$ cat src/rtl/draw_cell_highlight_if.sv
// draw_cell_highlight_if
//
// VGA timing bus plus pixel colour, as carried between stages of the draw
// chain. One pixel moves per pclk. There is no valid/ready pair: every
// cycle carries a pixel and no stage can stall.
//
// Members:
//   hcount, vcount  11  pixel counters
//   hsync, vsync     1  sync strobes
//   hblnk, vblnk     1  blanking strobes
//   rgb             12  pixel colour
// Modports:
//   master  drives the bus (the stage producing it)
//   slave   reads the bus (the stage consuming it)

interface draw_cell_highlight_if;
   logic [10:0] hcount;
   logic [10:0] vcount;
   logic        hsync;
   logic        vsync;
   logic        hblnk;
   logic        vblnk;
   logic [11:0] rgb;

   modport master (output hcount, vcount, hsync, vsync, hblnk, vblnk, rgb);
   modport slave  (input  hcount, vcount, hsync, vsync, hblnk, vblnk, rgb);
endinterface

$ cat src/rtl/draw_cell_highlight.sv
// draw_cell_highlight
//
// Draws a fill or border highlight over one cell of a GRID_N x GRID_N
// board and optionally blinks it with a frame-counted half-period. The
// selected cell, its enable and the border mode are latched only on the
// rising edge of vsync, so a highlight never tears mid-frame.
//
// Ports:
//   pclk          pixel clock, rising edge
//   rst           asynchronous active-high reset
//   vin           timing bus + rgb from the previous draw stage
//   vout          registered timing bus + overlaid rgb (1 pclk latency)
//   start_en      game running (per pixel)
//   choice_en     choice screen active, suppresses highlight (per pixel)
//   hl_en         highlight requested (latched at frame boundary)
//   cell_row/col  selected cell (latched at frame boundary)
//   border_mode   0 = fill, 1 = border only (latched at frame boundary)
//   square_color  highlight colour (per pixel)

module draw_cell_highlight #(
   parameter int GRID_N       = 3,
   parameter int ORIGIN_X     = 90,
   parameter int ORIGIN_Y     = 10,
   parameter int CELL_W       = 249,
   parameter int CELL_H       = 249,
   parameter int BORDER       = 6,
   parameter int BLINK_FRAMES = 30
) (
   input  logic                         pclk,
   input  logic                         rst,
   draw_cell_highlight_if.slave         vin,
   draw_cell_highlight_if.master        vout,
   input  logic                         start_en,
   input  logic                         choice_en,
   input  logic                         hl_en,
   input  logic [3:0]                   cell_row,
   input  logic [3:0]                   cell_col,
   input  logic                         border_mode,
   input  logic [11:0]                  square_color
);

   // A zero blink period still needs a 1-bit counter to keep widths legal.
   localparam int CNT_W = (BLINK_FRAMES > 0) ? $clog2(BLINK_FRAMES + 1) : 1;
   localparam logic [CNT_W-1:0] CNT_LAST =
      CNT_W'((BLINK_FRAMES > 0) ? BLINK_FRAMES - 1 : 0);
   localparam logic [4:0]  GRID_N5  = 5'(GRID_N);
   localparam logic [11:0] BORDER12 = 12'(BORDER);

   logic             vs_d;
   logic             frame_start;
   logic [10:0]      x_lo, x_hi, y_lo, y_hi;
   logic             sel_valid;
   logic [3:0]       sel_row, sel_col;
   logic             sel_border;
   logic [CNT_W-1:0] frm_cnt;
   logic             phase;

   logic [11:0]      x_lo_w, y_lo_w;
   logic [10:0]      nxt_x_lo, nxt_x_hi, nxt_y_lo, nxt_y_hi;
   logic             nxt_valid;
   logic             sel_change;

   logic             in_cell;
   logic             near_edge;
   logic             hit;
   logic             paint;

   assign frame_start = vin.vsync && !vs_d;

   // Geometry of the requested cell, evaluated at 12 bits and truncated.
   always_comb begin
      x_lo_w     = 12'(ORIGIN_X) + 12'(cell_col) * 12'(CELL_W);
      y_lo_w     = 12'(ORIGIN_Y) + 12'(cell_row) * 12'(CELL_H);
      nxt_x_lo   = x_lo_w[10:0];
      nxt_y_lo   = y_lo_w[10:0];
      nxt_x_hi   = 11'(x_lo_w + 12'(CELL_W) - 12'd1);
      nxt_y_hi   = 11'(y_lo_w + 12'(CELL_H) - 12'd1);
      nxt_valid  = hl_en && ({1'b0, cell_row} < GRID_N5) && ({1'b0, cell_col} < GRID_N5);
      sel_change = (nxt_valid != sel_valid) || (cell_row != sel_row) || (cell_col != sel_col);
   end

   // Selection latch and blink state. A new selection restarts the blink
   // in the visible phase so the user sees the move immediately.
   always_ff @(posedge pclk or posedge rst) begin
      if (rst) begin
         vs_d       <= 1'b0;
         x_lo       <= '0;
         x_hi       <= '0;
         y_lo       <= '0;
         y_hi       <= '0;
         sel_valid  <= 1'b0;
         sel_row    <= '0;
         sel_col    <= '0;
         sel_border <= 1'b0;
         frm_cnt    <= '0;
         phase      <= 1'b1;
      end else begin
         vs_d <= vin.vsync;
         if (frame_start) begin
            x_lo       <= nxt_x_lo;
            x_hi       <= nxt_x_hi;
            y_lo       <= nxt_y_lo;
            y_hi       <= nxt_y_hi;
            sel_valid  <= nxt_valid;
            sel_row    <= cell_row;
            sel_col    <= cell_col;
            sel_border <= border_mode;
            if (sel_change) begin
               frm_cnt <= '0;
               phase   <= 1'b1;
            end else if (BLINK_FRAMES == 0) begin
               phase   <= 1'b1;
            end else if (frm_cnt == CNT_LAST) begin
               frm_cnt <= '0;
               phase   <= ~phase;
            end else begin
               frm_cnt <= frm_cnt + CNT_W'(1);
            end
         end
      end
   end

   // Pixel hit. The right/bottom edge test is written as h + BORDER > hi
   // so it cannot underflow when hi < BORDER.
   always_comb begin
      in_cell   = (vin.hcount >= x_lo) && (vin.hcount <= x_hi) &&
                  (vin.vcount >= y_lo) && (vin.vcount <= y_hi);
      near_edge = ({1'b0, vin.hcount} < ({1'b0, x_lo} + BORDER12)) ||
                  (({1'b0, vin.hcount} + BORDER12) > {1'b0, x_hi}) ||
                  ({1'b0, vin.vcount} < ({1'b0, y_lo} + BORDER12)) ||
                  (({1'b0, vin.vcount} + BORDER12) > {1'b0, y_hi});
      hit       = sel_border ? (in_cell && near_edge) : in_cell;
      paint     = start_en && !choice_en && sel_valid && phase && hit &&
                  !vin.hblnk && !vin.vblnk;
   end

   always_ff @(posedge pclk or posedge rst) begin
      if (rst) begin
         vout.hcount <= '0;
         vout.vcount <= '0;
         vout.hsync  <= 1'b0;
         vout.vsync  <= 1'b0;
         vout.hblnk  <= 1'b0;
         vout.vblnk  <= 1'b0;
         vout.rgb    <= '0;
      end else begin
         vout.hcount <= vin.hcount;
         vout.vcount <= vin.vcount;
         vout.hsync  <= vin.hsync;
         vout.vsync  <= vin.vsync;
         vout.hblnk  <= vin.hblnk;
         vout.vblnk  <= vin.vblnk;
         vout.rgb    <= paint ? square_color : vin.rgb;
      end
   end

endmodule
$ cat src/flat_wrapper.sv
// flat-port wrapper written by rule: the top's interface ports become plain ports
module draw_cell_highlight_flat 
#(
   parameter int GRID_N       = 3,
   parameter int ORIGIN_X     = 90,
   parameter int ORIGIN_Y     = 10,
   parameter int CELL_W       = 249,
   parameter int CELL_H       = 249,
   parameter int BORDER       = 6,
   parameter int BLINK_FRAMES = 30
)
  (pclk, rst, start_en, choice_en, hl_en, cell_row, cell_col, border_mode, square_color, vin_hcount, vin_vcount, vin_hsync, vin_vsync, vin_hblnk, vin_vblnk, vin_rgb, vout_hcount, vout_vcount, vout_hsync, vout_vsync, vout_hblnk, vout_vblnk, vout_rgb);
  draw_cell_highlight_if vin_i ();
  draw_cell_highlight_if vout_i ();
  input  logic pclk;
  input  logic rst;
  input  logic start_en;
  input  logic choice_en;
  input  logic hl_en;
  input  logic [3:0] cell_row;
  input  logic [3:0] cell_col;
  input  logic border_mode;
  input  logic [11:0] square_color;
  input wire logic [$bits(vin_i.hcount)-1:0] vin_hcount;
  input wire logic [$bits(vin_i.vcount)-1:0] vin_vcount;
  input wire logic [$bits(vin_i.hsync)-1:0] vin_hsync;
  input wire logic [$bits(vin_i.vsync)-1:0] vin_vsync;
  input wire logic [$bits(vin_i.hblnk)-1:0] vin_hblnk;
  input wire logic [$bits(vin_i.vblnk)-1:0] vin_vblnk;
  input wire logic [$bits(vin_i.rgb)-1:0] vin_rgb;
  output wire logic [$bits(vout_i.hcount)-1:0] vout_hcount;
  output wire logic [$bits(vout_i.vcount)-1:0] vout_vcount;
  output wire logic [$bits(vout_i.hsync)-1:0] vout_hsync;
  output wire logic [$bits(vout_i.vsync)-1:0] vout_vsync;
  output wire logic [$bits(vout_i.hblnk)-1:0] vout_hblnk;
  output wire logic [$bits(vout_i.vblnk)-1:0] vout_vblnk;
  output wire logic [$bits(vout_i.rgb)-1:0] vout_rgb;
  assign vin_i.hcount = vin_hcount;
  assign vin_i.vcount = vin_vcount;
  assign vin_i.hsync = vin_hsync;
  assign vin_i.vsync = vin_vsync;
  assign vin_i.hblnk = vin_hblnk;
  assign vin_i.vblnk = vin_vblnk;
  assign vin_i.rgb = vin_rgb;
  assign vout_hcount = vout_i.hcount;
  assign vout_vcount = vout_i.vcount;
  assign vout_hsync = vout_i.hsync;
  assign vout_vsync = vout_i.vsync;
  assign vout_hblnk = vout_i.hblnk;
  assign vout_vblnk = vout_i.vblnk;
  assign vout_rgb = vout_i.rgb;
  draw_cell_highlight #(.GRID_N(GRID_N), .ORIGIN_X(ORIGIN_X), .ORIGIN_Y(ORIGIN_Y), .CELL_W(CELL_W), .CELL_H(CELL_H), .BORDER(BORDER), .BLINK_FRAMES(BLINK_FRAMES)) u_core (.pclk(pclk), .rst(rst), .vin(vin_i), .vout(vout_i), .start_en(start_en), .choice_en(choice_en), .hl_en(hl_en), .cell_row(cell_row), .cell_col(cell_col), .border_mode(border_mode), .square_color(square_color));
endmodule
$ cat config.mk
export PLATFORM = sky130hd
export DESIGN_NAME = draw_cell_highlight_flat
export DESIGN_NICKNAME = d
export VERILOG_FILES = /design/src/rtl/draw_cell_highlight_if.sv /design/src/rtl/draw_cell_highlight.sv /design/src/flat_wrapper.sv
export SDC_FILE = /design/constraint.sdc
export NUM_CORES = 1
export LEC_CHECK = 0
export CORE_ASPECT_RATIO = 2
export CORE_MARGIN = 5
export CORE_UTILIZATION = 55
export DETAILED_ROUTE_END_ITERATION = 10
export GPL_TIMING_DRIVEN = 0
export PLACE_DENSITY = 0.79
export RECOVER_POWER = 100
export SETUP_SLACK_MARGIN = 0.15
export SYNTH_ARGS = -nofsm -noshare
export SYNTH_HDL_FRONTEND = slang
export SYNTH_SLANG_ARGS = --single-unit
$ cat constraint.sdc
create_clock -name pclk -period 3.45 [get_ports pclk]
set_input_delay 0.5175 -clock pclk [delete_from_list [all_inputs] [get_ports pclk]]
set_output_delay 0.5175 -clock pclk [all_outputs]
set_load 0.005 [all_outputs]
==> reports/qor.txt <==
====================================================================================================
Share of the synthesized area in the top cell type ....................................       0.3166
Number of antenna violations at the first check in global routing .....................            0
Global-route wire length before repair ................................................     30120 um
Weighted congestion at the end of routability-driven global placement .................       0.9227
Max-cap check violation count .........................................................            0
Slowest Stage Delay on Critical Path ..................................................      0.48 ns
Top flip-flop cell by instance count after synthesis .................................. sky130_fd_sc_hd__dfrtp_1
Setup repair after global routing missed its margin ...................................         true
Cells traversed along the worst timing path ........................................... buf_4 > inv_4 > ha_1 > inv_4 > ha_4 > xor2_2 > fa_1 > ha_4 > o21ai_2 > o21bai_1 > a21oi_2 > o21bai_1 > a21o_1 > xnor3_1 > mux2_4
TritonCTS buffer count ................................................................            9
Outcome ...............................................................................    completed
Clk Latency, worst-skew pair ..........................................................      0.35 ns
HPWL reported at the end of detailed placement ........................................     14610 um
Clk network pwr share .................................................................        0.227
Signed area change from the synthesized netlist to the final layout ...................       27.77%
Synth area leader ..................................................................... sky130_fd_sc_hd__dfrtp_1
Worst hold start ...................................................................... vin_hcount[1]
Proportion of layout cells with a drive suffix above 1 ................................       0.1371
Highest achievable clock rate .........................................................    302.2 MHz
Final routed DRC violation total ......................................................            0
Number of distinct library cells after synthesis ......................................           53
FP Rows ...............................................................................           58
Headroom to the max-slew limit ........................................................      0.02704
Hold Path Cell Cnt ....................................................................            1
Root buf cell ......................................................................... sky130_fd_sc_hd__clkbuf_16
Fin worst setup slack .................................................................    0.1406 ns
Total Power ...........................................................................   0.004781 W
Number of vias per cell ...............................................................        5.788
Number of input and output port buffers inserted ......................................          101
Post-Syn Nets .........................................................................          933
Ratio of final minimum period to clock period .........................................       0.9593
Dpl ws ................................................................................    -1.120 ns
Via Count .............................................................................         5933
Worst supply voltage drop on vdd ......................................................    0.3039 mV
GRT Util Overall ......................................................................       0.2421
Share of power burned in registers ....................................................        0.288
Switching power as a share of total power .............................................       0.3752
Required time of the critical path ....................................................      3.69 ns
Final slew viol count .................................................................            0
Setup crit start kind .................................................................   input port
Via count of the first global-routing pass ............................................         6363
Type of the worst setup path ..........................................................    in -> reg
Worst-path maximum fanout .............................................................            4
Drt initial violations ................................................................          221
Clock-pin slew reported for the worst setup and hold paths after clock tree synthesis .      0.07 ns
Pin count of the biggest net entering global routing ..................................           59
# clock sinks .........................................................................           90
Overflow left after global routing ....................................................            0
Floorplan die width ...................................................................     89.97 um
Combinational power share .............................................................        0.485
Worst-path cell with the longest stage delay .......................................... sky130_fd_sc_hd__fa_1
Wire per inst .........................................................................     17.84 um
Net switching power figure ............................................................   0.001794 W
Count of synthesis-stage warnings from yosys ..........................................            0
Die Outline Area ......................................................................    15290 um2
Core occupancy in the finished layout .................................................       0.7159
Worst Reg-to-Reg Cells ................................................................           12
Pwr Density ........................................................................... 532.0 nW/um2
Bufs on Longest Clock Path ............................................................            2
Area of all placed cells without fillers ..............................................     8987 um2
Hold WC Path Type .....................................................................    in -> reg
Leading cell type by number of instances after synthesis .............................. sky130_fd_sc_hd__ha_1
Count of antenna-violating nets left after detailed routing ...........................            0
Main area contributors after synthesis ................................................ sky130_fd_sc_hd__dfrtp_1 32%, sky130_fd_sc_hd__ha_1 22%, sky130_fd_sc_hd__xnor2_1 6.4%
Ys async rst share ....................................................................        1.000
EDFF count, synth .....................................................................            0
Internal portion of total power .......................................................   0.002988 W
Crit. End Element .....................................................................    flip-flop
Slew at the pin with the worst max-slew slack .........................................     1.451 ns
Tmin final ............................................................................     3.309 ns
Die Height ............................................................................     169.9 um
Final Hold Violating Endpoints ........................................................            0
Sequential cell area ..................................................................     2253 um2
Cell Area, Placed .....................................................................     8383 um2
Area of the core ......................................................................    12550 um2
Worst Path Arrival ....................................................................      3.55 ns
Final setup violation count ...........................................................            0
Reg2Reg Setup Slack ...................................................................      0.20 ns
Detailed Routing Iterations Pass 1 ....................................................            5
Number of primary I/O pins ............................................................          102
Setup_tns .............................................................................         0 ns
Fill cell count .......................................................................          898
Area of combinational cells with multiple inputs ......................................     4656 um2
Skew final ............................................................................  0.006994 ns
Endpoint of the worst register-to-register path ....................................... u_core.vout.rgb[2]
Yosys reg bits ........................................................................           90
Average instance area after synthesis .................................................    9.610 um2
Sequential area share after synthesis .................................................       0.3203
Nets ..................................................................................         1071
Initial Utilization ...................................................................       0.5603
Ranking of synthesized cells by instance count ........................................ 125 x sky130_fd_sc_hd__ha_1, 89 x sky130_fd_sc_hd__dfrtp_1, 80 x sky130_fd_sc_hd__nand2_1, 78 x sky130_fd_sc_hd__inv_1, 71 x sky130_fd_sc_hd__o21ai_0
Clock tree from TritonCTS .............................................................          yes
Hold endpoint ......................................................................... u_core.vout.hcount[1]
Antenna diode instance count ..........................................................            0
Critical register-to-register path startpoint ......................................... u_core.y_lo[3]
Static power due to leakage ...........................................................     4.154 nW
Routed wire length ....................................................................     18280 um
H-tree depth ..........................................................................            3
Post-CTS Hold Buffers .................................................................            0
Post-Synthesis Cell Area ..............................................................     7034 um2
Post-synthesis cell count .............................................................          732
====================================================================================================
[registers in the layout, indices dropped and copies added (netlist names)]
name / flops
u_core.phase: 1
u_core.vout.hcount: 11
u_core.sel_valid: 1
u_core.vout.rgb: 12
u_core.vout.vcount: 11
u_core.sel_border: 1
u_core.y_hi: 10
u_core.sel_row: 4
u_core.vout.vblnk: 1
u_core.y_lo: 8
u_core.vout.hblnk: 1
u_core.vout.hsync: 1
u_core.vs_d: 1
u_core.x_hi: 10
u_core.x_lo: 8
u_core.frm_cnt: 5
u_core.sel_col: 4
[kinds of logic after synthesis]
group | Yosys count | share of synthesized area
AO/OA/AOI/OAI | 154 | 0.1343
XOR/XNOR | 69 | 0.08787
flip-flops | 90 | 0.3203
multiplexers | 15 | 0.02917
buffers and inverters | 90 | 0.04909
adder cells (fa/ha/maj) | 137 | 0.2565
AND/OR/NAND/NOR | 177 | 0.1227
[power groups by stage]
stage                     Combinational (W)  Sequential (W)  Clock (W)
after CTS                           0.00222         0.00138    0.00109
after floorplan                     0.00152         0.00136          0
after global routing                0.00262         0.00140    0.00114
after detailed placement            0.00210         0.00139          0
after global placement              0.00200         0.00138          0
final                               0.00232         0.00138    0.00108
[layout make-up]
type	instances	area share
Buffer	12	0.005847
Timing Repair Buffer	127	0.1335
Inverter	78	0.03453
Multi-Input combinational cell	552	0.5180
Clock buffer	11	0.02701
Sequential cell	90	0.2507
Tap cell	150	0.02088
Clock inverter	5	0.009467
[worst max-delay path by stage]
| stage | slack, ns | from | cells after the start | end |
|---|---|---|---|---|
| after floorplan | -0.04 | cell_col[3] | 14 | u_core.x_hi[10] |
| after global placement | -1.08 | cell_col[3] | 14 | u_core.x_hi[10] |
| after detailed placement | -1.12 | cell_col[3] | 14 | u_core.x_hi[10] |
| after CTS | 0.15 | cell_row[1] | 14 | u_core.y_hi[10] |
| after global routing | 0.0001 | vin_hcount[5] | 15 | u_core.vout.rgb[11] |
| final | 0.14 | cell_col[2] | 15 | u_core.x_hi[10] |
[metrics by stage]
step | std cells | hold WS [ns]
5_1_grt | 1025 | 0.3600
3_5_place_dp | 984 | 0.4718
4_1_cts | 1012 | 0.3576
6_report | 1025 | 0.3667
2_1_floorplan | 732 | 0.4455
3_3_place_gp | 983 | 0.4656
[critical path, delay by kind of cell]
| kind | cells | cell delay [ns] |
|---|---|---|
| adders and majority gates | 4 | 1.33 |
| AOI/OAI and AO/OA | 5 | 0.63 |
| xor gates and xnor gates | 2 | 0.57 |
| muxes | 1 | 0.26 |
| buffers and inverters | 3 | 0.23 |
[repair_timing]
action                                  in CTS  in global routing
endpoints found under the setup margin      29                 16
pin swaps                                   26                 20
cloned                                       1                  0
setup buffers                               11                 13
resized for setup                           88                 43
[placed cells by master, fill, tap and decap left out, types with 5 or more instances in the layout]
cell	instances
sky130_fd_sc_hd__a211oi_1	5
sky130_fd_sc_hd__a21o_1	12
sky130_fd_sc_hd__a21oi_1	25
sky130_fd_sc_hd__a21oi_2	5
sky130_fd_sc_hd__a31oi_1	5
sky130_fd_sc_hd__buf_4	26
sky130_fd_sc_hd__clkbuf_1	18
sky130_fd_sc_hd__clkbuf_16	9
sky130_fd_sc_hd__clkdlybuf4s50_1	29
sky130_fd_sc_hd__dfrtp_1	89
sky130_fd_sc_hd__dlygate4sd3_1	50
sky130_fd_sc_hd__fa_1	10
sky130_fd_sc_hd__ha_1	115
sky130_fd_sc_hd__ha_4	7
sky130_fd_sc_hd__inv_1	69
sky130_fd_sc_hd__mux2_4	11
sky130_fd_sc_hd__nand2_1	80
sky130_fd_sc_hd__nand3_1	13
sky130_fd_sc_hd__nand4_1	18
sky130_fd_sc_hd__nor2_1	16
sky130_fd_sc_hd__nor3_1	11
sky130_fd_sc_hd__o2111ai_1	6
sky130_fd_sc_hd__o21ai_0	68
sky130_fd_sc_hd__o21bai_1	6
sky130_fd_sc_hd__xnor2_1	48
sky130_fd_sc_hd__xor2_1	16
[routing by layer]
layer  vias to the layer above  GRT usage  routed length [um]
met2                       200     0.4493                9829
met5                         -          0                   0
met3                        77    0.03892                 806
met1                      2814     0.2447                6494
li1                       2842          -                   -
met4                         0     0.1614                1154
Note: power is estimated with default switching activity, not from simulation.
